File: config.mk
export PLATFORM = sky130hd
export DESIGN_NAME = online_digit_collector
export DESIGN_NICKNAME = d
export VERILOG_FILES = /design/src/rtl/online_pkg.sv /design/src/rtl/otf_converter.sv /design/src/rtl/online_digit_collector.sv
export SDC_FILE = /design/constraint.sdc
export NUM_CORES = 1
export LEC_CHECK = 0
export ABC_AREA = 1
export CORE_MARGIN = 4
export CORE_UTILIZATION = 40
export DETAILED_ROUTE_END_ITERATION = 10
export PLACE_DENSITY_LB_ADDON = 0.2
export SLEW_MARGIN = 0
export SYNTH_ARGS = -nofsm -noshare
export SYNTH_HDL_FRONTEND = slang
export SYNTH_SLANG_ARGS = --single-unit
File: constraint.sdc
create_clock -name clk -period 3.6 [get_ports clk]
set_input_delay 0.72 -clock clk [delete_from_list [all_inputs] [get_ports clk]]
set_output_delay 0.72 -clock clk [all_outputs]
set_load 0.02 [all_outputs]
File: src/rtl/online_pkg.sv
// Shared types for the radix-4 online-arithmetic blocks: digit type, collector FSM states
// and the two's-complement width helper.
package online_pkg;

  localparam int RADIX4_DIGIT_BITS = 3;

  typedef logic signed [RADIX4_DIGIT_BITS-1:0] sd4_t;

  typedef enum logic [1:0] {
    ST_IDLE    = 2'd0,
    ST_SKIP    = 2'd1,
    ST_COLLECT = 2'd2
  } coll_state_t;

  // Width of the two's-complement image of an n-digit radix-4 signed-digit word.
  function automatic int tc_width(input int n);
    return 2 * n + 1;
  endfunction

endpackage

File: src/rtl/otf_converter.sv
// Radix-4 on-the-fly conversion of MSD-first signed digits into two's complement.
// Q, QM = Q-1 and QM2 = Q-2 are kept, so every digit (even -4) is a pure shift-and-append.
module otf_converter
  import online_pkg::*;
#(
  parameter int W          = 9,
  parameter int RADIX_LOG2 = 2
) (
  input  logic         clk,
  input  logic         rst,
  input  logic         clear,
  input  logic         en,
  input  sd4_t         digit,
  output logic [W-1:0] q
);

  localparam logic [W-1:0] ZERO_V      = {W{1'b0}};
  localparam logic [W-1:0] MINUS_ONE_V = {W{1'b1}};
  localparam logic [W-1:0] MINUS_TWO_V = {{(W-1){1'b1}}, 1'b0};

  logic [W-1:0]      q_r, qm_r, qm2_r;
  logic [W-1:0]      q_base_s, qm_base_s, qm2_base_s;
  logic [W-1:0]      q_next_s, qm_next_s, qm2_next_s;
  logic signed [4:0] d_ext_s;

  // Pick the base register whose shifted value lands s in the appended digit range 0..3.
  function automatic logic [W-1:0] append(input logic [W-1:0] b0, input logic [W-1:0] b1,
                                          input logic [W-1:0] b2, input logic signed [4:0] s);
    if (s >= 5'sd0) begin
      return {b0[W-1-RADIX_LOG2:0], s[RADIX_LOG2-1:0]};
    end else if (s >= -5'sd4) begin
      return {b1[W-1-RADIX_LOG2:0], s[RADIX_LOG2-1:0]};
    end else begin
      return {b2[W-1-RADIX_LOG2:0], s[RADIX_LOG2-1:0]};
    end
  endfunction

  // Next-value selection; clear restarts from Q = 0 in the same cycle as the digit.
  always_comb begin
    d_ext_s = {{2{digit[RADIX4_DIGIT_BITS-1]}}, digit};
    if (clear) begin
      q_base_s   = ZERO_V;
      qm_base_s  = MINUS_ONE_V;
      qm2_base_s = MINUS_TWO_V;
    end else begin
      q_base_s   = q_r;
      qm_base_s  = qm_r;
      qm2_base_s = qm2_r;
    end
    q_next_s   = append(q_base_s, qm_base_s, qm2_base_s, d_ext_s);
    qm_next_s  = append(q_base_s, qm_base_s, qm2_base_s, d_ext_s - 5'sd1);
    qm2_next_s = append(q_base_s, qm_base_s, qm2_base_s, d_ext_s - 5'sd2);
  end

  // Conversion register pair (plus Q-2) update.
  always_ff @(posedge clk) begin
    if (rst) begin
      q_r   <= ZERO_V;
      qm_r  <= MINUS_ONE_V;
      qm2_r <= MINUS_TWO_V;
    end else if (en) begin
      q_r   <= q_next_s;
      qm_r  <= qm_next_s;
      qm2_r <= qm2_next_s;
    end else if (clear) begin
      q_r   <= ZERO_V;
      qm_r  <= MINUS_ONE_V;
      qm2_r <= MINUS_TWO_V;
    end else begin
      q_r   <= q_r;
      qm_r  <= qm_r;
      qm2_r <= qm2_r;
    end
  end

  // Look-ahead Q: the value including the digit applied this cycle.
  assign q = q_next_s;

endmodule

File: src/rtl/online_digit_collector.sv
// Receive end of a radix-4 online digit stream: skips the online delay, collects the frame
// and presents signed-digit and two's-complement results. ONLINE_DIGIT_CHECK_EN flags digit -4.
module online_digit_collector
  import online_pkg::*;
#(
  parameter int no_of_digits = 4,
  parameter int radix_bits   = 3,
  parameter int radix        = 4,
  parameter int delta        = 2
) (
  input  logic                                clk,
  input  logic                                rst,
  input  logic                                start,
  input  logic [radix_bits-1:0]               z,
  input  logic                                out_ready,
  output logic                                out_valid,
  output logic [no_of_digits*radix_bits-1:0]  dout_sd,
  output logic [2*no_of_digits:0]             dout_tc,
  output logic                                overrun,
  output logic                                digit_err
);

  localparam int SDW = no_of_digits * radix_bits;
  localparam int TCW = tc_width(no_of_digits);
  localparam int CW  = $clog2(no_of_digits) + 1;
  localparam logic [CW-1:0]         DIG_ZERO = CW'(0);
  localparam logic [CW-1:0]         DIG_ONE  = CW'(1);
  localparam logic [CW-1:0]         DIG_LAST = CW'(no_of_digits - 1);
  localparam logic [radix_bits-1:0] MOST_NEG = {1'b1, {(radix_bits-1){1'b0}}};

  coll_state_t     state_r, state_nxt_s;
  logic [3:0]      skip_cnt_r, skip_nxt_s;
  logic [CW-1:0]   dig_cnt_r, dig_nxt_s;
  logic            fresh_r, fresh_nxt_s;
  logic [SDW-1:0]  sd_shift_r, sd_next_s;
  logic            capture_s, clear_s, done_s, bad_digit_s;
  sd4_t            conv_digit_s;
  logic [TCW-1:0]  conv_q_s;

  logic            out_valid_r, overrun_r, digit_err_r;
  logic [SDW-1:0]  dout_sd_r;
  logic [TCW-1:0]  dout_tc_r;

`ifdef ONLINE_DIGIT_CHECK_EN
  assign bad_digit_s = capture_s && (z == MOST_NEG);
`else
  assign bad_digit_s = 1'b0;
`endif

  // An illegal digit is kept in the raw word but contributes nothing to the value.
  assign conv_digit_s = bad_digit_s ? 3'sd0 : sd4_t'(z);
  assign sd_next_s    = {sd_shift_r[SDW-radix_bits-1:0], z};

  // Next-state logic; a start in any state restarts frame timing from this cycle.
  always_comb begin
    state_nxt_s = state_r;
    skip_nxt_s  = skip_cnt_r;
    dig_nxt_s   = dig_cnt_r;
    fresh_nxt_s = fresh_r;
    capture_s   = 1'b0;
    clear_s     = 1'b0;
    done_s      = 1'b0;
    case (state_r)
      ST_IDLE: begin
        state_nxt_s = ST_IDLE;
      end
      ST_SKIP: begin
        if (skip_cnt_r == 4'd0) begin
          state_nxt_s = ST_COLLECT;
        end else begin
          skip_nxt_s = skip_cnt_r - 4'd1;
        end
      end
      ST_COLLECT: begin
        capture_s   = 1'b1;
        clear_s     = fresh_r;
        fresh_nxt_s = 1'b0;
        dig_nxt_s   = dig_cnt_r + DIG_ONE;
        if (dig_cnt_r == DIG_LAST) begin
          done_s      = 1'b1;
          state_nxt_s = ST_IDLE;
          dig_nxt_s   = DIG_ZERO;
        end else begin
          state_nxt_s = ST_COLLECT;
        end
      end
      default: begin
        state_nxt_s = ST_IDLE;
      end
    endcase
    // The conversion registers are cleared lazily at the first capture, so a frame
    // completing in the start cycle still finishes on its own Q/QM.
    if (start) begin
      dig_nxt_s   = DIG_ZERO;
      fresh_nxt_s = 1'b1;
      if (delta == 0) begin
        state_nxt_s = ST_COLLECT;
        if (!done_s) begin
          capture_s   = 1'b1;
          clear_s     = 1'b1;
          fresh_nxt_s = 1'b0;
          dig_nxt_s   = DIG_ONE;
        end else begin
          fresh_nxt_s = 1'b1;
        end
      end else if (delta == 1) begin
        state_nxt_s = ST_COLLECT;
      end else begin
        state_nxt_s = ST_SKIP;
        skip_nxt_s  = 4'(delta - 2);
      end
    end else begin
      fresh_nxt_s = fresh_nxt_s;
    end
  end

  // FSM, counters and the raw digit shift register.
  always_ff @(posedge clk) begin
    if (rst) begin
      state_r    <= ST_IDLE;
      skip_cnt_r <= 4'd0;
      dig_cnt_r  <= DIG_ZERO;
      fresh_r    <= 1'b0;
      sd_shift_r <= {SDW{1'b0}};
    end else begin
      state_r    <= state_nxt_s;
      skip_cnt_r <= skip_nxt_s;
      dig_cnt_r  <= dig_nxt_s;
      fresh_r    <= fresh_nxt_s;
      if (capture_s) begin
        sd_shift_r <= sd_next_s;
      end
    end
  end

  otf_converter #(
    .W          (TCW),
    .RADIX_LOG2 ($clog2(radix))
  ) u_otf (
    .clk   (clk),
    .rst   (rst),
    .clear (clear_s),
    .en    (capture_s),
    .digit (conv_digit_s),
    .q     (conv_q_s)
  );

  // Result registers, valid/ready handshake and sticky flags.
  always_ff @(posedge clk) begin
    if (rst) begin
      out_valid_r <= 1'b0;
      overrun_r   <= 1'b0;
      digit_err_r <= 1'b0;
      dout_sd_r   <= {SDW{1'b0}};
      dout_tc_r   <= {TCW{1'b0}};
    end else begin
      if (done_s) begin
        dout_sd_r   <= sd_next_s;
        dout_tc_r   <= conv_q_s;
        out_valid_r <= 1'b1;
        if (out_valid_r && !out_ready) begin
          overrun_r <= 1'b1;
        end
      end else if (out_valid_r && out_ready) begin
        out_valid_r <= 1'b0;
      end
      if (bad_digit_s) begin
        digit_err_r <= 1'b1;
      end
    end
  end

  assign out_valid = out_valid_r;
  assign dout_sd   = dout_sd_r;
  assign dout_tc   = dout_tc_r;
  assign overrun   = overrun_r;
  assign digit_err = digit_err_r;

endmodule

### Word level (Yosys, flattened, before mapping)

Cells that the tools add are included.

* div/mod/pow operators: 0
* $lt $le $gt $ge: 6
* add/sub/neg operators: 4
* mux-type cells: 25
* multiply operators: 0
* bitwise gates (word level): 1
* shifts and indexed selects: 0
* eq/ne operators: 5
* reductions and logical operators: 9

Operators with widths (number)
* 7-bit two-way mux: 10
* 9-bit two-way mux: 2
* 5-bit by 1-bit greater-or-equal comparator with 1-bit output, second input constant: 2
* 5-bit by 3-bit greater-or-equal comparator with 1-bit output, second input constant: 2
* 1-bit two-way mux: 9
* 4-bit logical NOT: 1
* 2-bit two-way mux: 2
* 2-bit one-hot mux with 2 select lines: 1
* 2-bit AND reduction: 2
* 2-bit nonzero test: 2
* 3-bit by 2-bit subtractor with 4-bit output, second input constant: 1
* 3-bit by 3-bit subtractor with 4-bit output, second input constant: 1
* 4-bit by 1-bit subtractor with 4-bit output, second input constant: 1
* 3-bit by 1-bit adder with 3-bit output, second input constant: 1
* 3-bit by 2-bit equality test with 1-bit output, second input constant: 1
* 3-bit by 1-bit greater-or-equal comparator with 1-bit output, second input constant: 1
* 3-bit greater-or-equal comparator, second input constant: 1
* 3-bit two-way mux: 1
* 3-bit != test, second input constant: 1
* 2-bit by 1-bit equality test with 1-bit output, second input constant: 1
* 2-bit equality test, second input constant: 1
* 1-bit logical AND: 2
* 2-bit != test, second input constant: 1
* 2-bit OR reduction: 1
* other kinds (2): 2

* memories kept: 0
* bits in writable memories: 0
* latch bits: 0
* ROM bits: 0
* output and inout port bits: 24
* logic and storage cells: 63
* input port bits: 7
* register bits: 63

### Depth between registers and ports, before layout

Gate-level depths: netlist of run 1.

* depth in word-level cells: 6
* depth in mapped cells: 11
* depth with buffers taken out: 11

### Cells and area by module

Synthesis of run 1 repeated with hierarchy kept, for this count alone.

* cells, all modules: 383
* area, all modules: 2796.4 µm²

By module, submodules not included
* online_digit_collector: cells each 202, area an instance 1597.8 µm², sequential area each 840.8 µm², times used 1
* otf_converter: cells each 181, area an instance 1198.6 µm², sequential area each 380.4 µm², times used 1

### Worst setup path after synthesis of run 1

No wires, ideal clock.

* path type: input-to-reg
* from: input z[1]
* to: register u_otf.qm_r[6]
* path buffers: 0
* data arrival time: 1508 ps
* stages on the path: 11
* library setup time: 115 ps
* data required time: 3485 ps
* path slack: 1977 ps
* cells stage by stage: inv_1 ha_1 inv_1 nand2_1 nand2_1 inv_2 nand2_1 nand2_1 nand3_1 nand2_1 nand2_1

* longest elaborated chain between the ends: 5
* elaborated cells on any way between the ends: 6
* those cells by class: 1 x add/sub; 2 x order compare; 3 x mux

Ends and longest elaborated chain
* from (decl): RTL line online_digit_collector.sv:14 `input logic [radix_bits-1:0] z,`
* 3-bit by 2-bit subtractor with 4-bit output *: RTL line otf_converter.sv:51 `qm_next_s = append(q_base_s, qm_base_s, qm2_base_s, d_ext_s - 5'sd1);`
* 5-bit by 3-bit greater-or-equal comparator with 1-bit output: RTL line otf_converter.sv:31 `end else if (s >= -5'sd4) begin`
* 7-bit two-way mux: RTL line otf_converter.sv:31
* 7-bit two-way mux *: RTL line otf_converter.sv:29 `if (s >= 5'sd0) begin`
* 7-bit two-way mux *: RTL line otf_converter.sv:61 `end else if (en) begin`
* to (signal assigned): RTL line otf_converter.sv:63 `qm_r <= qm_next_s;`
* to (signal assigned): RTL line otf_converter.sv:71 `qm_r <= qm_r;`
* to (decl): RTL line otf_converter.sv:21 `logic [W-1:0] q_r, qm_r, qm2_r;`

Every way passes the cells marked *; elsewhere a longest branch is shown, timed or not.
A chain may end at the register's enable or synchronous reset.

### Worst setup path in the final report of run 1

* from: input z[2]
* to: register u_otf.qm_r[5]

Same word-level chain as after synthesis.

==> results of run 1 <==
==> layer usage <==
| layer | wire length (um) | vias to the layer above |
|---|---|---|
| met2 | 2480 | 49 |
| met1 | 2850 | 992 |
| met4 | 124 | 0 |
| li1 | - | 1187 |
| met3 | 262 | 15 |
| met5 | 0 | - |
==> layout by cell type (no fill, tap or decap), types with 2 or more instances in the layout <==
cell             netlist  final
inv_2                  4      4
dfxtp_1               59     59
ha_1                   6      6
a21oi_1               36     36
clkbuf_8               0      9
inv_1                 38     38
nand2_2                2      2
nor2_1                46     46
o211ai_1               2      2
nand3_1               13     13
nand2_1               68     68
o21ai_0               29     29
nor3_1                 3      3
o21ai_2                2      2
clkinvlp_4             0      2
a21oi_2                2      2
buf_4                  4      2
clkdlybuf4s50_1        0     29
a211oi_2               4      4
o21ai_1                5      5
clkinv_4               1      2
a211oi_1               7      7
inv_6                  0      2
==> where the power goes <==
| part | leakage, nW | switching, mW | internal [mW] |
|---|---|---|---|
| Clock | 0.0962 | 0.289 | 0.324 |
| Sequential | 0.476 | 0.00388 | 0.657 |
| Combinational | 0.701 | 0.0476 | 0.0226 |
==> worst max-delay path by stage <==
| stage | start | to | slack [ns] | cells past startpoint |
|---|---|---|---|---|
| final | z[2] | u_otf.qm_r[5] | 1.51 | 10 |
| after global routing | rst | dout_tc[7] | 1.29 | 4 |
| after CTS | rst | dout_tc[7] | 1.47 | 4 |
| after detailed placement | rst | dout_tc[7] | 1.13 | 4 |
| after global placement | rst | dig_cnt_r[0] | 1.15 | 4 |
| after floorplan | z[1] | u_otf.qm_r[6] | 1.98 | 11 |
==> stage by stage <==
stage                     std cells  setup WS [ns]  hold WS [ns]
after floorplan                 355           1.98         0.435
after global placement          443           1.15         0.451
after detailed placement        443           1.13         0.454
after CTS                       459           1.47         0.468
after global routing            459           1.29         0.502
final                           459           1.51         0.465
==> kinds of logic after synthesis <==
logic type | share of synthesized area, %
buf+inv | 11.6
simple gates | 21.1
flops | 44.4
other cells | 0.141
fa+ha+maj | 2.82
compound gates | 20.0
==> critical path: cells and delay by family <==
kind	cells	cell delay, ns
AND/OR/NAND/NOR	7	0.52
buffers and inverters	3	1.08
==> Yosys cell counts <==
| master | n |
|---|---|
| buf_4 | 4 |
| o21ai_4 | 1 |
| nand2_2 | 2 |
| nand2_1 | 68 |
| inv_2 | 4 |
| dfxtp_1 | 59 |
| clkbuf_1 | 4 |
| nand3_4 | 1 |
| buf_2 | 5 |
| conb_1 | 1 |
| inv_1 | 38 |
| a21oi_2 | 2 |
| a211oi_1 | 7 |
| o21ai_1 | 5 |
| nand3_1 | 13 |
| buf_6 | 6 |
| ha_1 | 6 |
| clkinv_4 | 1 |
| nor4_1 | 1 |
| a21o_1 | 1 |
| a31oi_1 | 1 |
| o21ai_2 | 2 |
| nor2_1 | 46 |
| o21ai_0 | 29 |
| a21oi_1 | 36 |
| a211oi_2 | 4 |
| nand4_1 | 1 |
| nand2_4 | 1 |
| o211ai_1 | 2 |
| nor3_1 | 3 |
| buf_1 | 1 |
==> cell type report <==
class	count	area (um^2)
Fill cell	641	3300
Sequential cell	59	1180
Multi-Input combinational cell	233	1170
Timing Repair Buffer	31	305
Inverter	43	166
Clock buffer	9	124
Tap cell	77	96.3
Clock inverter	7	76.3
==> state kept, by name (all words and copies together), names as in the netlist <==
name,count
sd_shift_r,9
fresh_r,1
dig_cnt_r,3
dout_sd,12
skip_cnt_r,4
state_r,2
u_otf.qm2_r,5
out_valid,1
u_otf.q_r,7
dout_tc,7
u_otf.qm_r,7
overrun,1
==> qor.csv, run 1 <==
stage,metric,value,unit
sta,final clock skew,0.00571,ns
layout,Nets,390,
floorplanning,Die W,89.6,um
synth,share of the synthesized area in the top cell type,44.4,%
critical_path,CP Max Fanout,13,
global_routing,vias in the first global route,2054,
floorplanning,Ports,31,
sta,minimum clock period,2.09,ns
synth,"top cells by area, synth","dfxtp_1, nand2_1, a21oi_1",
run,maxcap violations,0,
drt,post-route ant nets,0,
sta,Worst-Margin Slew,0.878,ns
global_routing,largest net degree at the start of global routing,32,
drt,DRC Markers,0,
critical_path,most common cell type on the critical path,nand2_1,
clock_tree,clk slew on worst S/H paths,0.07,ns
sta,RSZ-0062 raised after global routing,no,
hold_path,hold_sp,u_otf.q_r[1],
sta,Final Hold Vio Count,0,
critical_path,CP Cell Sequence,clkdlybuf4s50_1 -> inv_2 -> nand2_1 -> nand2_1 -> inv_2 -> nand2_1 -> nand2_1 -> nand3_1 -> nand2_1 -> nand2_1,
power,P per Cell Area,431,nW/um^2
clock_tree,Post-CTS Setup Repair Bufs,0,
clock_tree,Clock Latency Late Sink,0.34,ns
synth,Syn Inst Count,355,
clock_tree,CTS tree,yes,
floorplanning,die area,8030,um^2
synth,sequential cell area fraction in the yosys report,44.4,%
global_routing,global route hottest layer,met2,
place,GPL Wtd Cong,0.910,
critical_path,R2R Setup Slk,1.65,ns
critical_path,launch point of the worst reg-to-reg path,state_r[0],
clock_tree,cts repair resizes,0,
layout,fin area,3120,um^2
sta,Rel. slew slack,41.4,%
drt,WL/cell,12.4,um
synth,Yosys reg bits,59,
critical_path,slowest CP cell,clkdlybuf4s50_1,
global_routing,GR met1 Demand/Resource,20.7,%
layout,Syn-to-layout area delta,17.3,%
drt,1st-iter DRT viols,117,
layout,share of cells above drive strength 1,9.42,%
place,post-DP HPWL,3980,um
power,Leak,1.27,nW
place,placed instance area,2920,um^2
run_status,status,"complete, no violations",
drt,vias per cell,4.89,
drt,final wirelength,5710,um
power,Power Total,1.34,mW
layout,fin util,48.6,%
clock_tree,Sinks on Clock Net,59,
hold_path,Hold EP,u_otf.q_r[1],
global_routing,routing usage on met3,2.74,%
global_routing,met2 Usage GRT,24.2,%
clock_tree,CTS Root Cell,clkbuf_8,
synth,Syn. warnings,0,
floorplanning,Initial Util,41.5,%
critical_path,Worst Reg-to-Reg Cells,8,
global_routing,GRT Resource Usage Total,15.7,%
sta,"Slew Viols, Final",0,
sta,Sum Neg Setup Slack,0,ns
synth,post-synthesis area per instance,7.50,um^2
clock_tree,hold_buf cts,0,
hold_path,Hold/Removal Path Class,flip-flop to flip-flop,
sta,Max Fclk,478,MHz
critical_path,reg2reg end,dout_tc[8],
critical_path,Setup crit end kind,flip-flop,
hold_path,hold path depth,2,
global_routing,global-route wire length before repair,9530,um
floorplanning,# rows,29,
critical_path,CP startpoint kind,input pin,
layout,Diodes inserted,0,
sta,final period utilization,58.2,%
critical_path,CP arrival,2.34,ns
critical_path,Worst EP required,3.84,ns
clock_tree,CTS Buf Count,9,
synth,Syn Nets,368,
global_routing,antenna violations before repair,0,
power,Max IR drop VDD,0.174,mV
critical_path,CP Class,input pin to flip-flop,
floorplanning,Chip Height,89.6,um
global_routing,grt total ovfl,0,
critical_path,"slowest stage delay, CP",0.74,ns
floorplanning,CORE AREA,6420,um^2
synth,largest area contributor in the netlist,dfxtp_1,
place,PortBufs,29,
sta,final setup vio count,0,
synth,synthesized area,2660,um^2
clock_tree,# H-tree levels,3,
synth,Yosys cell types,31,
drt,via count,2243,
clock_tree,CTS max path bufs,2,
drt,Initial DRT Pass Iterations,4,
Note: power is estimated with default switching activity, not from simulation.
==> run 2: changes to the inputs <==
clock period = 1.84 ns   (was 3.6 ns; I/O delays follow)
==> run 2 against run 1 <==
Effect of this change: clock power up 81%; first-iteration DRC count down 21%; critical path depth down 9; routed wire length up 2.0%; power up 90%; flip-flop and latch count unchanged; critical endpoint is now dout_tc[0].
==> qor.csv, run 2 (synthesis results as in run 1) <==
stage,metric,value,unit,change
critical_path,CP Max Fanout,3,,was 13
layout,Nets,404,,was 390
sta,RSZ-0062 raised after global routing,no,,unchanged
layout,storage element area,1180,um^2,unchanged
drt,via count,2342,,was 2243
floorplanning,Chip Height,89.6,um,unchanged
power,Max IR drop VDD,0.382,mV,was 0.174 mV
layout,Largest register FFs,12,,unchanged
critical_path,CP Cell Sequence,clkdlybuf4s50_1,,was clkdlybuf4s50_1 -> inv_2 -> nand2_1 -> nand2_1 -> inv_2 -> nand2_1 -> nand2_1 -> nand3_1 -> nand2_1 -> nand2_1
run,maxcap violations,0,,unchanged
layout,"commonest non-fill, non-tap cells in the layout","nand2_1, dfxtp_1, nor2_1",,unchanged
layout,area of the multi-input gates,1180,um^2,was 1170 um^2
drt,DRC Markers,0,,unchanged
global_routing,antenna violations before repair,0,,unchanged
global_routing,global-route wire length before repair,10000,um,was 9530 um
critical_path,Setup crit end kind,primary output,,was flip-flop
critical_path,Worst Reg-to-Reg Cells,7,,was 8
floorplanning,Ports,31,,unchanged
critical_path,CP Class,flip-flop to primary output,,was input pin to flip-flop
drt,post-route ant nets,0,,unchanged
critical_path,launch point of the worst reg-to-reg path,state_r[0],,unchanged
sta,Max Fclk,597,MHz,
clock_tree,CTS max path bufs,2,,unchanged
floorplanning,Initial Util,41.5,%,unchanged
place,PortBufs,29,,unchanged
floorplanning,die area,8030,um^2,unchanged
place,post-DP HPWL,4090,um,was 3980 um
critical_path,Crit path depth,1,,was 10
drt,vias per cell,4.95,,was 4.89
critical_path,slowest CP cell,clkdlybuf4s50_1,,unchanged
hold_path,Hold/Removal Path Class,flip-flop to flip-flop,,unchanged
sta,final clock skew,0.00929,ns,was 0.00571 ns
layout,share of cells above drive strength 1,12.9,%,was 9.42%
sta,minimum clock period,1.68,ns,
critical_path,Setup crit end,dout_tc[0],,was u_otf.qm_r[5]
sta,final setup vio count,0,,unchanged
drt,1st-iter DRT viols,92,,was 117
run_status,status,"complete, no violations",,unchanged
critical_path,reg2reg end,dout_tc[2],,was dout_tc[8]
drt,WL/cell,12.3,um,was 12.4 um
global_routing,GRT Resource Usage Total,16.3,%,was 15.7%
power,Clk pwr share,43.3,%,was 45.6%
clock_tree,clk slew on worst S/H paths,0.07,ns,about the same
critical_path,Crit path buffers/inverters,1,,was 3
power,P_sw,0.701,mW,was 0.341 mW
clock_tree,# H-tree levels,3,,unchanged
power,Leak,1.33,nW,was 1.27 nW
power,Power Total,2.55,mW,was 1.34 mW
clock_tree,CTS Buf Count,9,,unchanged
power,logic gate share of total power,6.1,%,was 5.2%
critical_path,R2R Setup Slk,0.18,ns,was 1.65 ns
global_routing,largest net degree at the start of global routing,28,,was 32
sta,post-route setup slack,0.164,ns,was 1.51 ns
layout,Diodes inserted,0,,unchanged
clock_tree,hold_buf cts,0,,unchanged
place,GPL Wtd Cong,0.946,,was 0.910
place,placed instance area,3040,um^2,was 2920 um^2
layout,Post-Layout Cell Count,473,,was 459
clock_tree,Clock Latency Late Sink,0.35,ns,was 0.34 ns
global_routing,vias in the first global route,2135,,was 2054
drt,Initial DRT Pass Iterations,4,,unchanged
layout,Syn-to-layout area delta,21.3,%,was 17.3%
clock_tree,CTS Root Cell,clkbuf_8,,unchanged
place,pre-CTS WS,-0.00561,ns,was 1.13 ns
power,Switching Share,27.4,%,was 25.4%
layout,fill count,659,,was 641
power,Internal,1.85,mW,was 1.00 mW
power,Reg power frac,50.7,%,was 49.2%
critical_path,Worst Setup SP,dout_sd[0],,was z[2]
sta,"Slew Viols, Final",0,,unchanged
sta,final period utilization,91.1,%,
critical_path,critical path's top delay family,buffers and inverters,,unchanged
global_routing,grt total ovfl,0,,unchanged
layout,"commonest non-fill, non-tap cell in the layout",nand2_1,,unchanged
floorplanning,Die W,89.6,um,unchanged
critical_path,CP arrival,1.31,ns,was 2.34 ns
critical_path,"slowest stage delay, CP",0.61,ns,was 0.74 ns
floorplanning,CORE AREA,6420,um^2,unchanged
clock_tree,Sinks on Clock Net,59,,unchanged
critical_path,Worst EP required,1.47,ns,was 3.84 ns
place,placed insts,457,,was 443
floorplanning,# rows,29,,unchanged
power,P per Cell Area,791,nW/um^2,was 431 nW/um^2
clock_tree,CTS tree,yes,,unchanged
layout,fin area,3230,um^2,was 3120 um^2
drt,final wirelength,5830,um,was 5710 um
sta,Final Hold Vio Count,0,,unchanged
critical_path,CP startpoint kind,flip-flop,,was input pin
[run 2: cell count changes in the layout (fill, tap and decap cells not counted)]
cell / delta
a21oi_1: -1
clkinv_2: -1
buf_12: +1
buf_4: +13
bufinv_16: -1
clkinv_4: +1
a21oi_2: +1
inv_8: +1
[run 2: tightest hold or removal path, cell delays in order (launching register included)]
cell     delay, ns
dfxtp_1       0.33
a21oi_1       0.06
nand2_1       0.05
[run 2: how the worst min path moves through the flow]
stage                    from             end  slack (ns)  cells after the start
3_5_place_dp   u_otf.qm2_r[4]  u_otf.qm2_r[4]        0.46                      2
6_report       u_otf.qm2_r[4]  u_otf.qm2_r[4]        0.47                      2
5_1_grt        u_otf.qm2_r[4]  u_otf.qm2_r[4]        0.50                      2
3_3_place_gp   u_otf.qm2_r[1]  u_otf.qm2_r[1]        0.45                      2
2_1_floorplan   u_otf.qm_r[6]   u_otf.qm_r[6]        0.44                      2
4_1_cts          u_otf.q_r[0]    u_otf.q_r[0]        0.47                      2
[run 2: layout make-up]
cell class,count,share of cell area [%]
Clock buffer,9,3.84
Clock inverter,7,1.90
Multi-Input combinational cell,233,36.5
Timing Repair Buffer,45,13.1
Inverter,43,5.15
Tap cell,77,2.98
Sequential cell,59,36.6
[run 2: layer usage]
layer	up-vias	wire [um]	part of all wire, %	global-route usage, %
met4	0	142	2.4	9.74
met2	52	2450	42	24.3
met1	1063	2990	51	21.6
li1	1215	-	-	-
met5	-	0	0	0
met3	12	241	4.1	3.38
[run 2: stage by stage]
stage	util [%]	hold WS, ns	TNS, ns
2_1_floorplan	-	0.435	0
3_3_place_gp	47.3	0.451	0
3_5_place_dp	47.3	0.455	-0.00561
4_1_cts	50.2	0.470	0
5_1_grt	50.3	0.501	0
6_report	50.3	0.469	0
[run 2: what timing repair did]
item                                    in CTS  in global routing
endpoints found under the hold margin        0                  0
endpoints found under the setup margin       0                  3
gates resized for setup                      0                  1
buffers inserted                             0                  0
[run 2: power groups by stage]
stage | sequential [mW] | combinational, mW | clock [mW]
detailed placement | 1.32 | 0.154 | 0
global placement | 1.32 | 0.154 | 0
global route | 1.29 | 0.176 | 1.19
finish | 1.29 | 0.155 | 1.11
CTS | 1.29 | 0.155 | 1.13
floorplan | 1.32 | 0.104 | 0
